$ cat src/rtl/dram_arbiter_pkg.sv
// Shared owner encodings and arbiter state codes for the DRAM arbiter and sequencer.
package dram_arbiter_pkg;

    localparam logic [1:0] SEL_NONE = 2'b00;
    localparam logic [1:0] SEL_CPU  = 2'b01;
    localparam logic [1:0] SEL_DMA  = 2'b10;
    localparam logic [1:0] SEL_REF  = 2'b11;

    typedef logic [2:0] arb_state_t;

    localparam arb_state_t ST_IDLE     = 3'd0;
    localparam arb_state_t ST_CPU_CYC  = 3'd1;
    localparam arb_state_t ST_DMA_CYC  = 3'd2;
    localparam arb_state_t ST_REF_CYC  = 3'd3;
    localparam arb_state_t ST_CPU_HOLD = 3'd4;

endpackage

$ cat src/rtl/dram_refresh_timer.sv
// Free-running refresh interval timer with a saturating backlog of owed refreshes.
module dram_refresh_timer
    import dram_arbiter_pkg::*;
#(
    parameter int REFRESH_INTERVAL = 312,
    parameter int MAX_PENDING      = 4,
    parameter int PW               = $clog2(MAX_PENDING + 1)
) (
    input  logic          clk,
    input  logic          rst,
    input  logic          dec,
    output logic          tick,
    output logic [PW-1:0] ref_pending,
    output logic          ref_overrun
);

    localparam int TW = $clog2(REFRESH_INTERVAL);

    logic [TW-1:0] timer_q;

    assign tick = (timer_q == TW'(REFRESH_INTERVAL - 1));

    always_ff @(posedge clk or posedge rst) begin
        if (rst) begin
            timer_q <= '0;
        end else if (tick) begin
            timer_q <= '0;
        end else begin
            timer_q <= timer_q + TW'(1);
        end
    end

    // A tick and a completed refresh on the same edge cancel out.
    always_ff @(posedge clk or posedge rst) begin
        if (rst) begin
            ref_pending <= '0;
            ref_overrun <= 1'b0;
        end else begin
            case ({tick, dec})
                2'b10: begin
                    if (ref_pending == PW'(MAX_PENDING)) begin
                        ref_overrun <= 1'b1;
                    end else begin
                        ref_pending <= ref_pending + PW'(1);
                    end
                end
                2'b01: begin
                    if (ref_pending != '0) begin
                        ref_pending <= ref_pending - PW'(1);
                    end
                end
                default: begin
                end
            endcase
        end
    end

endmodule

$ cat src/rtl/dram_arbiter.sv
// Arbitrates the DRAM between the 68000, a DMA requester and refresh, issuing one-cycle START pulses.
module dram_arbiter
    import dram_arbiter_pkg::*;
#(
    parameter int REFRESH_INTERVAL = 312,
    parameter int MAX_PENDING      = 4,
    parameter int PW               = $clog2(MAX_PENDING + 1)
) (
    input  logic          clk,
    input  logic          rst,
    input  logic          cs,
    input  logic          as,
    input  logic          dma_req,
    input  logic          done,
    output logic          start,
    output logic [1:0]    sel,
    output logic          dma_ack,
    output logic [PW-1:0] ref_pending,
    output logic          ref_overrun
);

    arb_state_t state_q;
    logic       last_dma_q;
    logic       cpu_req;
    logic       ref_urgent;
    logic       ref_dec;
    logic       tick_unused;
    logic [1:0] grant_sel;

    assign cpu_req    = ~cs & ~as;
    assign ref_urgent = (ref_pending >= PW'(MAX_PENDING - 1));
    assign ref_dec    = (state_q == ST_REF_CYC) & done;

    dram_refresh_timer #(
        .REFRESH_INTERVAL (REFRESH_INTERVAL),
        .MAX_PENDING      (MAX_PENDING),
        .PW               (PW)
    ) u_refresh (
        .clk         (clk),
        .rst         (rst),
        .dec         (ref_dec),
        .tick        (tick_unused),
        .ref_pending (ref_pending),
        .ref_overrun (ref_overrun)
    );

    // Urgent refresh beats everyone; CPU/DMA contention alternates on last owner.
    always_comb begin
        grant_sel = SEL_NONE;
        if (ref_urgent) begin
            grant_sel = SEL_REF;
        end else if (cpu_req && (!dma_req || last_dma_q)) begin
            grant_sel = SEL_CPU;
        end else if (dma_req) begin
            grant_sel = SEL_DMA;
        end else if (ref_pending != '0) begin
            grant_sel = SEL_REF;
        end
    end

    always_ff @(posedge clk or posedge rst) begin
        if (rst) begin
            state_q    <= ST_IDLE;
            start      <= 1'b0;
            sel        <= SEL_NONE;
            dma_ack    <= 1'b0;
            last_dma_q <= 1'b1;
        end else begin
            start   <= 1'b0;
            dma_ack <= 1'b0;
            case (state_q)
                ST_IDLE: begin
                    if (grant_sel != SEL_NONE) begin
                        start <= 1'b1;
                        sel   <= grant_sel;
                        case (grant_sel)
                            SEL_CPU: begin
                                state_q    <= ST_CPU_CYC;
                                last_dma_q <= 1'b0;
                            end
                            SEL_DMA: begin
                                state_q    <= ST_DMA_CYC;
                                last_dma_q <= 1'b1;
                            end
                            default: state_q <= ST_REF_CYC;
                        endcase
                    end
                end
                ST_CPU_CYC: begin
                    if (done) begin
                        sel     <= SEL_NONE;
                        state_q <= as ? ST_IDLE : ST_CPU_HOLD;
                    end
                end
                // Park until the bus cycle ends so one AS yields one DRAM access.
                ST_CPU_HOLD: begin
                    if (as) begin
                        state_q <= ST_IDLE;
                    end
                end
                ST_DMA_CYC: begin
                    if (done) begin
                        sel     <= SEL_NONE;
                        dma_ack <= 1'b1;
                        state_q <= ST_IDLE;
                    end
                end
                ST_REF_CYC: begin
                    if (done) begin
                        sel     <= SEL_NONE;
                        state_q <= ST_IDLE;
                    end
                end
                default: begin
                    sel     <= SEL_NONE;
                    state_q <= ST_IDLE;
                end
            endcase
        end
    end

endmodule

$ cat config.mk
export PLATFORM = sky130hd
export DESIGN_NAME = dram_arbiter
export DESIGN_NICKNAME = d
export VERILOG_FILES = /design/src/rtl/dram_arbiter_pkg.sv /design/src/rtl/dram_refresh_timer.sv /design/src/rtl/dram_arbiter.sv
export SDC_FILE = /design/constraint.sdc
export NUM_CORES = 1
export LEC_CHECK = 0
export BUFFER_PORTS_ARGS = -buffer_cell sky130_fd_sc_hd__buf_2
export CAP_MARGIN = 20
export CORE_UTILIZATION = 50
export CTS_BUF_LIST = sky130_fd_sc_hd__clkbuf_2 sky130_fd_sc_hd__clkbuf_4 sky130_fd_sc_hd__clkbuf_8
export DETAILED_ROUTE_END_ITERATION = 12
export PLACE_DENSITY = 0.7
export SLEW_MARGIN = 20
export SYNTH_ARGS = -nofsm -noshare
export SYNTH_HDL_FRONTEND = slang
export SYNTH_SLANG_ARGS = --single-unit
$ cat constraint.sdc
create_clock -name clk -period 3.3 [get_ports clk]
set_clock_uncertainty 0.2 [all_clocks]
set_input_delay 0.33 -clock clk [delete_from_list [all_inputs] [get_ports clk]]
set_output_delay 0.33 -clock clk [all_outputs]
set_load 0.02 [all_outputs]
* After elaboration in Yosys (flattened, before gate mapping)
Index checks and enable logic that the tools add are counted.
** Word-level totals
- Output and inout bits :: 8
- Register bits after elaboration :: 21
** Operators by class
- Bitwise logic cells :: 5
- Reductions and logical operators :: 15
- Muxes and demuxes :: 23
- Equal/unequal tests :: 17
- Magnitude comparators :: 1
- Add/subtract/negate cells :: 3
** Operators with widths (count)
- $mux W3 :: 7
- $mux W2 :: 6
- $pmux W3 S4 :: 1
- $ne A2 B2 Y1 const B :: 5
- $add A9 B1 Y9 const B :: 1
- $eq A9 B9 Y1 const B :: 1
- $mux W9 :: 1
- $reduce_and A3 Y1 :: 3
- $eq A3 B2 Y1 const B :: 2
- $eq A3 B3 Y1 const B :: 2
- $pmux W2 S3 :: 1
- $pmux W3 S2 :: 1
- $reduce_bool A2 Y1 :: 3
- $eq A2 B1 Y1 const B :: 2
- $eq A2 B2 Y1 const B :: 2
- $mux W1 :: 4
- $ne A2 B1 Y1 const B :: 2
- $pmux W2 S2 :: 1
- $reduce_and A4 Y1 :: 1
- $add A3 B1 Y3 const B :: 1
- $eq A3 B1 Y1 const B :: 1
- $ge A3 B2 Y1 const B :: 1
- $logic_not A3 Y1 :: 1
- $not A1 Y1 :: 3
- other kinds (10) :: 11

* Longest topological paths before layout
- Depth in word-level cells :: 9
- Mapped depth :: 8
- Gate-level depth less buffers :: 8

* By module
From an unflattened synthesis, not the netlist that was laid out.
** Unflattened totals
- Cells, all modules :: 110
- Area, all modules :: 1149.9 µm²
** By module, submodules not included
- dram_refresh_timer :: sequential area each 325.3 µm², area each 684.4 µm², times used 1, cells each 64
- dram_arbiter :: sequential area each 201.4 µm², area each 465.4 µm², times used 1, cells each 46

* Worst setup path before layout
OpenSTA, ideal clock, no wires.
- Kind :: register to register
- Start point :: register state_q[2]
- End point :: register u_refresh.ref_pending[2]
- Stages on the path, launching flop included :: 9
- Path buffers :: 1
- Arrival :: 2.055 ns
- Setup slack :: 0.913 ns
- Period minus slack after synthesis :: 2.387 ns
- Cell sequence :: dfrtp_1 buf_4 and4b_4 o41a_1 inv_1 fa_1 nor2_1 a221oi_1 or3_1
** Between the ends
- Longest elaborated chain between the ends :: 5
- Elaborated cells between the ends (all ways) :: 9
- Those cells by class :: eq/ne (5); mux (1); bitwise (1); reduce/logical (2)
** RTL lines
- from (decl) :: RTL line dram_arbiter.sv:22 : arb_state_t state_q;
- from (signal assigned) :: RTL line dram_arbiter.sv:92 : state_q <= as ? ST_IDLE : ST_CPU_HOLD;
- $eq A3 B2 Y1 * :: RTL line dram_arbiter.sv:32 : assign ref_dec = (state_q == ST_REF_CYC) & done;
- $and A1 B1 Y1 * :: RTL line dram_arbiter.sv:32
- $eq A2 B2 Y1 or $eq A2 B1 Y1 (tied branches) :: RTL line dram_refresh_timer.sv:39 : case ({tick, dec})
- $ne A2 B2 Y1 (no source line) or $reduce_bool A2 Y1 (tied branches)
- $reduce_and A3 Y1 (no source line)
- to (signal assigned) :: RTL line dram_refresh_timer.sv:44 : ref_pending <= ref_pending + PW'(1);
- to (signal assigned) :: RTL line dram_refresh_timer.sv:49 : ref_pending <= ref_pending - PW'(1);
- to (decl) :: RTL line dram_refresh_timer.sv:13 : output logic [PW-1:0] ref_pending,
Mark *: on every way between the ends. The rest lies on a longest branch, timed or not.
A chain may end at the register's enable or synchronous reset.

* Final worst setup path
Same ends and word-level chain as after synthesis.

==> flow_summary.toml <==
[floorplanning]
io-pin-count = 14
die_h_um = 49.5
core-area_sq_um = 2040
fp.dieW_um = 49.5
die_area_sq_um = 2450
fp-row-count = 16
start_util_pct = 55.1

[clocking]
cts_setup_buffers = 0
cts_tree = "built"
cts.sinks = 21
clockBufferDepth = 2
root_buffer = "clkbuf_4"
numCtsBuffers = 3
htree_levels = 1
clk-insertion-delay-late_ns = 0.30
clkTransAtPathRegs_ns = 0.11
cts_resized = 0

[worst_hold_path]
hold_path_class = "input port to register"
hold_start = "as"

[sta]
fmax_mhz = 392
fin_setup_tns_ns = 0
min_period_over_period_pct = 77.3
worst_pin_slew_ns = 0.780
setup_ws_ns = 0.749
setup-violations-final = 0
slew_headroom_pct = 48.0
rsz0062_at_grt = "no"
timing.final.crit_period_ns = 2.55
finalHoldViolCount = 0
maxSlewViolCount = 0

[power]
ir_worst_vdd_mv = 0.494
power.density_nw_per_um2 = 693
p_leak_nw = 0.569

[grt]
grt_max_degree = 22
track_usage_pct = 19.8
grt_pass1_vias = 822
grt_pass1_wl_um = 3620
antenna_found_initial = 0
grt_remaining_overflow = 0

[finish]
layout_commonest_cell = "dfrtp_1"
n_fill_cell = 187
syn_to_final_growth_pct = 10.9
fin_nets = 136
drive_gt1_share_pct = 21.8
layout_common_cells = "20 x dfrtp_1, 13 x nor2_1, 13 x buf_2, 9 x inv_1"
n_antenna_cell = 0

[routing]
totalWireLength_um = 1990
drtAntennaViolNets = 0
drt_iter0_markers = 14
viasPerCell = 5.74
drc = 0
num_vias = 867
wire_per_inst_um = 13.2
firstDrtPassIters = 4

[critical_path]
max_stage_delay_ns = 0.49
cp-start-kind = "register"
arrival_ns = 2.55
crit_type = "register to register"
cp_slowest_cell = "dfrtp_1"
crit_path_end_kind = "register"
r2r_start = "state_q[2]"
cp_top_family = "simple AND/OR/NAND/NOR gates"
path_max_fanout = 9
critPathBufInv = 1
cp_cell_sequence = "and4b_4 -> o41a_1 -> inv_1 -> fa_1 -> nor2_1 -> a221oi_1 -> or3_1"
crit_start = "state_q[2]"
worst-endpoint-required_ns = 3.29

[yosys]
ys_warn_count = 0
seq_area_frac_synth_pct = 46.8
synthesis.area_sq_um = 1130
synth.distinct_cells = 39
syn_avg_cell_area_sq_um = 10.3
syn_inst = 109
ys.flop_type = "dfrtp_1"
syn_nets = 120
synth_edf_count = 0
async_flop_share_pct = 100
synth_seq_cells = 21

[place]
hpwlAfterDp_um = 1520
routabilityCongestion = 0.839
detailedPlace.worstSlack_ns = 0.762
numPortBuffers = 13

[job]
maxCapViolations = 0

[status]
status = "finished clean"
[final timing paths]
kind	cells past startpoint	to	slack (ns)
worst min-delay path	2	state_q[2]	0.02
max in group asynchronous	3	u_refresh.timer_q[8]	1.92
min in group asynchronous	3	u_refresh.timer_q[7]	0.49
worst max register to register	7	u_refresh.ref_pending[2]	0.75
worst max-delay path	7	u_refresh.ref_pending[2]	0.75
worst min register to register	1	u_refresh.ref_overrun	0.28
[state kept, by name, summed over array words and instances, names as in the netlist]
name and flops:
dma_ack 1, last_dma_q 1, sel 2, start 1
state_q 3, u_refresh.ref_overrun 1, u_refresh.ref_pending 3, u_refresh.timer_q 9
[through the flow]
| step | instances | utilization (%) | cell area [sq um] | hold WS (ns) | power [mW] |
|---|---|---|---|---|---|
| 2_1_floorplan | 109 | - | 1130 | 0.106 | 0.658 |
| 3_3_place_gp | 146 | 59.3 | 1210 | 0.252 | 0.734 |
| 3_5_place_dp | 146 | 59.3 | 1210 | 0.250 | 0.747 |
| 4_1_cts | 151 | 61.2 | 1250 | 0.00818 | 0.873 |
| 5_1_grt | 151 | 61.2 | 1250 | 0.0157 | 0.931 |
| 6_report | 151 | 61.2 | 1250 | 0.0234 | 0.865 |
[power by group]
group          switching, mW  internal (mW)
Combinational          0.194          0.151
Sequential            0.0766          0.321
Clock                 0.0770         0.0452
Total                  0.347          0.518
[per-layer routing]
layer	vias to the layer above	share of wire (%)	track usage, %
li1	427	-	-
met1	421	51	27.2
met2	17	45	32.0
met3	2	3.8	6.48
met4	0	0.50	1.43
met5	-	0	0
[cell families (layout without fill, tap and decap cells)]
family	after synthesis	count (layout)	synth area share (%)
xor gates and xnor gates	7	7	5.44
adders and majority gates	5	5	6.22
muxes	3	3	2.89
AOI/OAI and AO/OA	20	20	12.6
buffers and inverters	13	28	4.89
DFF	21	21	46.8
and+or+nand+nor	40	40	21.2
[synth_stat cells (2+ instances only)]
cell | n | area [sq um]
ha_1 | 4 | 50.1
nor3_1 | 2 | 10.0
mux2_2 | 2 | 22.5
nand2_1 | 4 | 15.0
dfrtp_1 | 20 | 500
o2111ai_1 | 2 | 17.5
o21ai_0 | 3 | 15.0
a22o_1 | 2 | 17.5
buf_2 | 2 | 10.0
nand3_1 | 4 | 20.0
xor2_1 | 5 | 43.8
nor4_1 | 5 | 31.3
xnor2_1 | 2 | 17.5
o31ai_1 | 2 | 15.0
nor2_1 | 13 | 48.8
a21oi_1 | 3 | 15.0
nor4b_1 | 2 | 17.5
o22ai_1 | 3 | 18.8
inv_1 | 9 | 33.8
[repair_timing]
| action | CTS | global route |
|---|---|---|
| endpoints found under the hold margin | 20 | 0 |
| endpoints found under the setup margin | 0 | 0 |
| hold buffers | 1 | 0 |
[layout make-up]
class	instances	area [sq um]	area share, %
sequential	21	527	42.2
inverter	9	33.8	2.71
multi-input combinational	75	544	43.6
tap	27	33.8	2.71
clock buffer	3	22.5	1.80
clock inverter	1	5.00	0.401
timing repair buffer	15	82.6	6.61
Note: power is estimated with default switching activity, not from simulation.
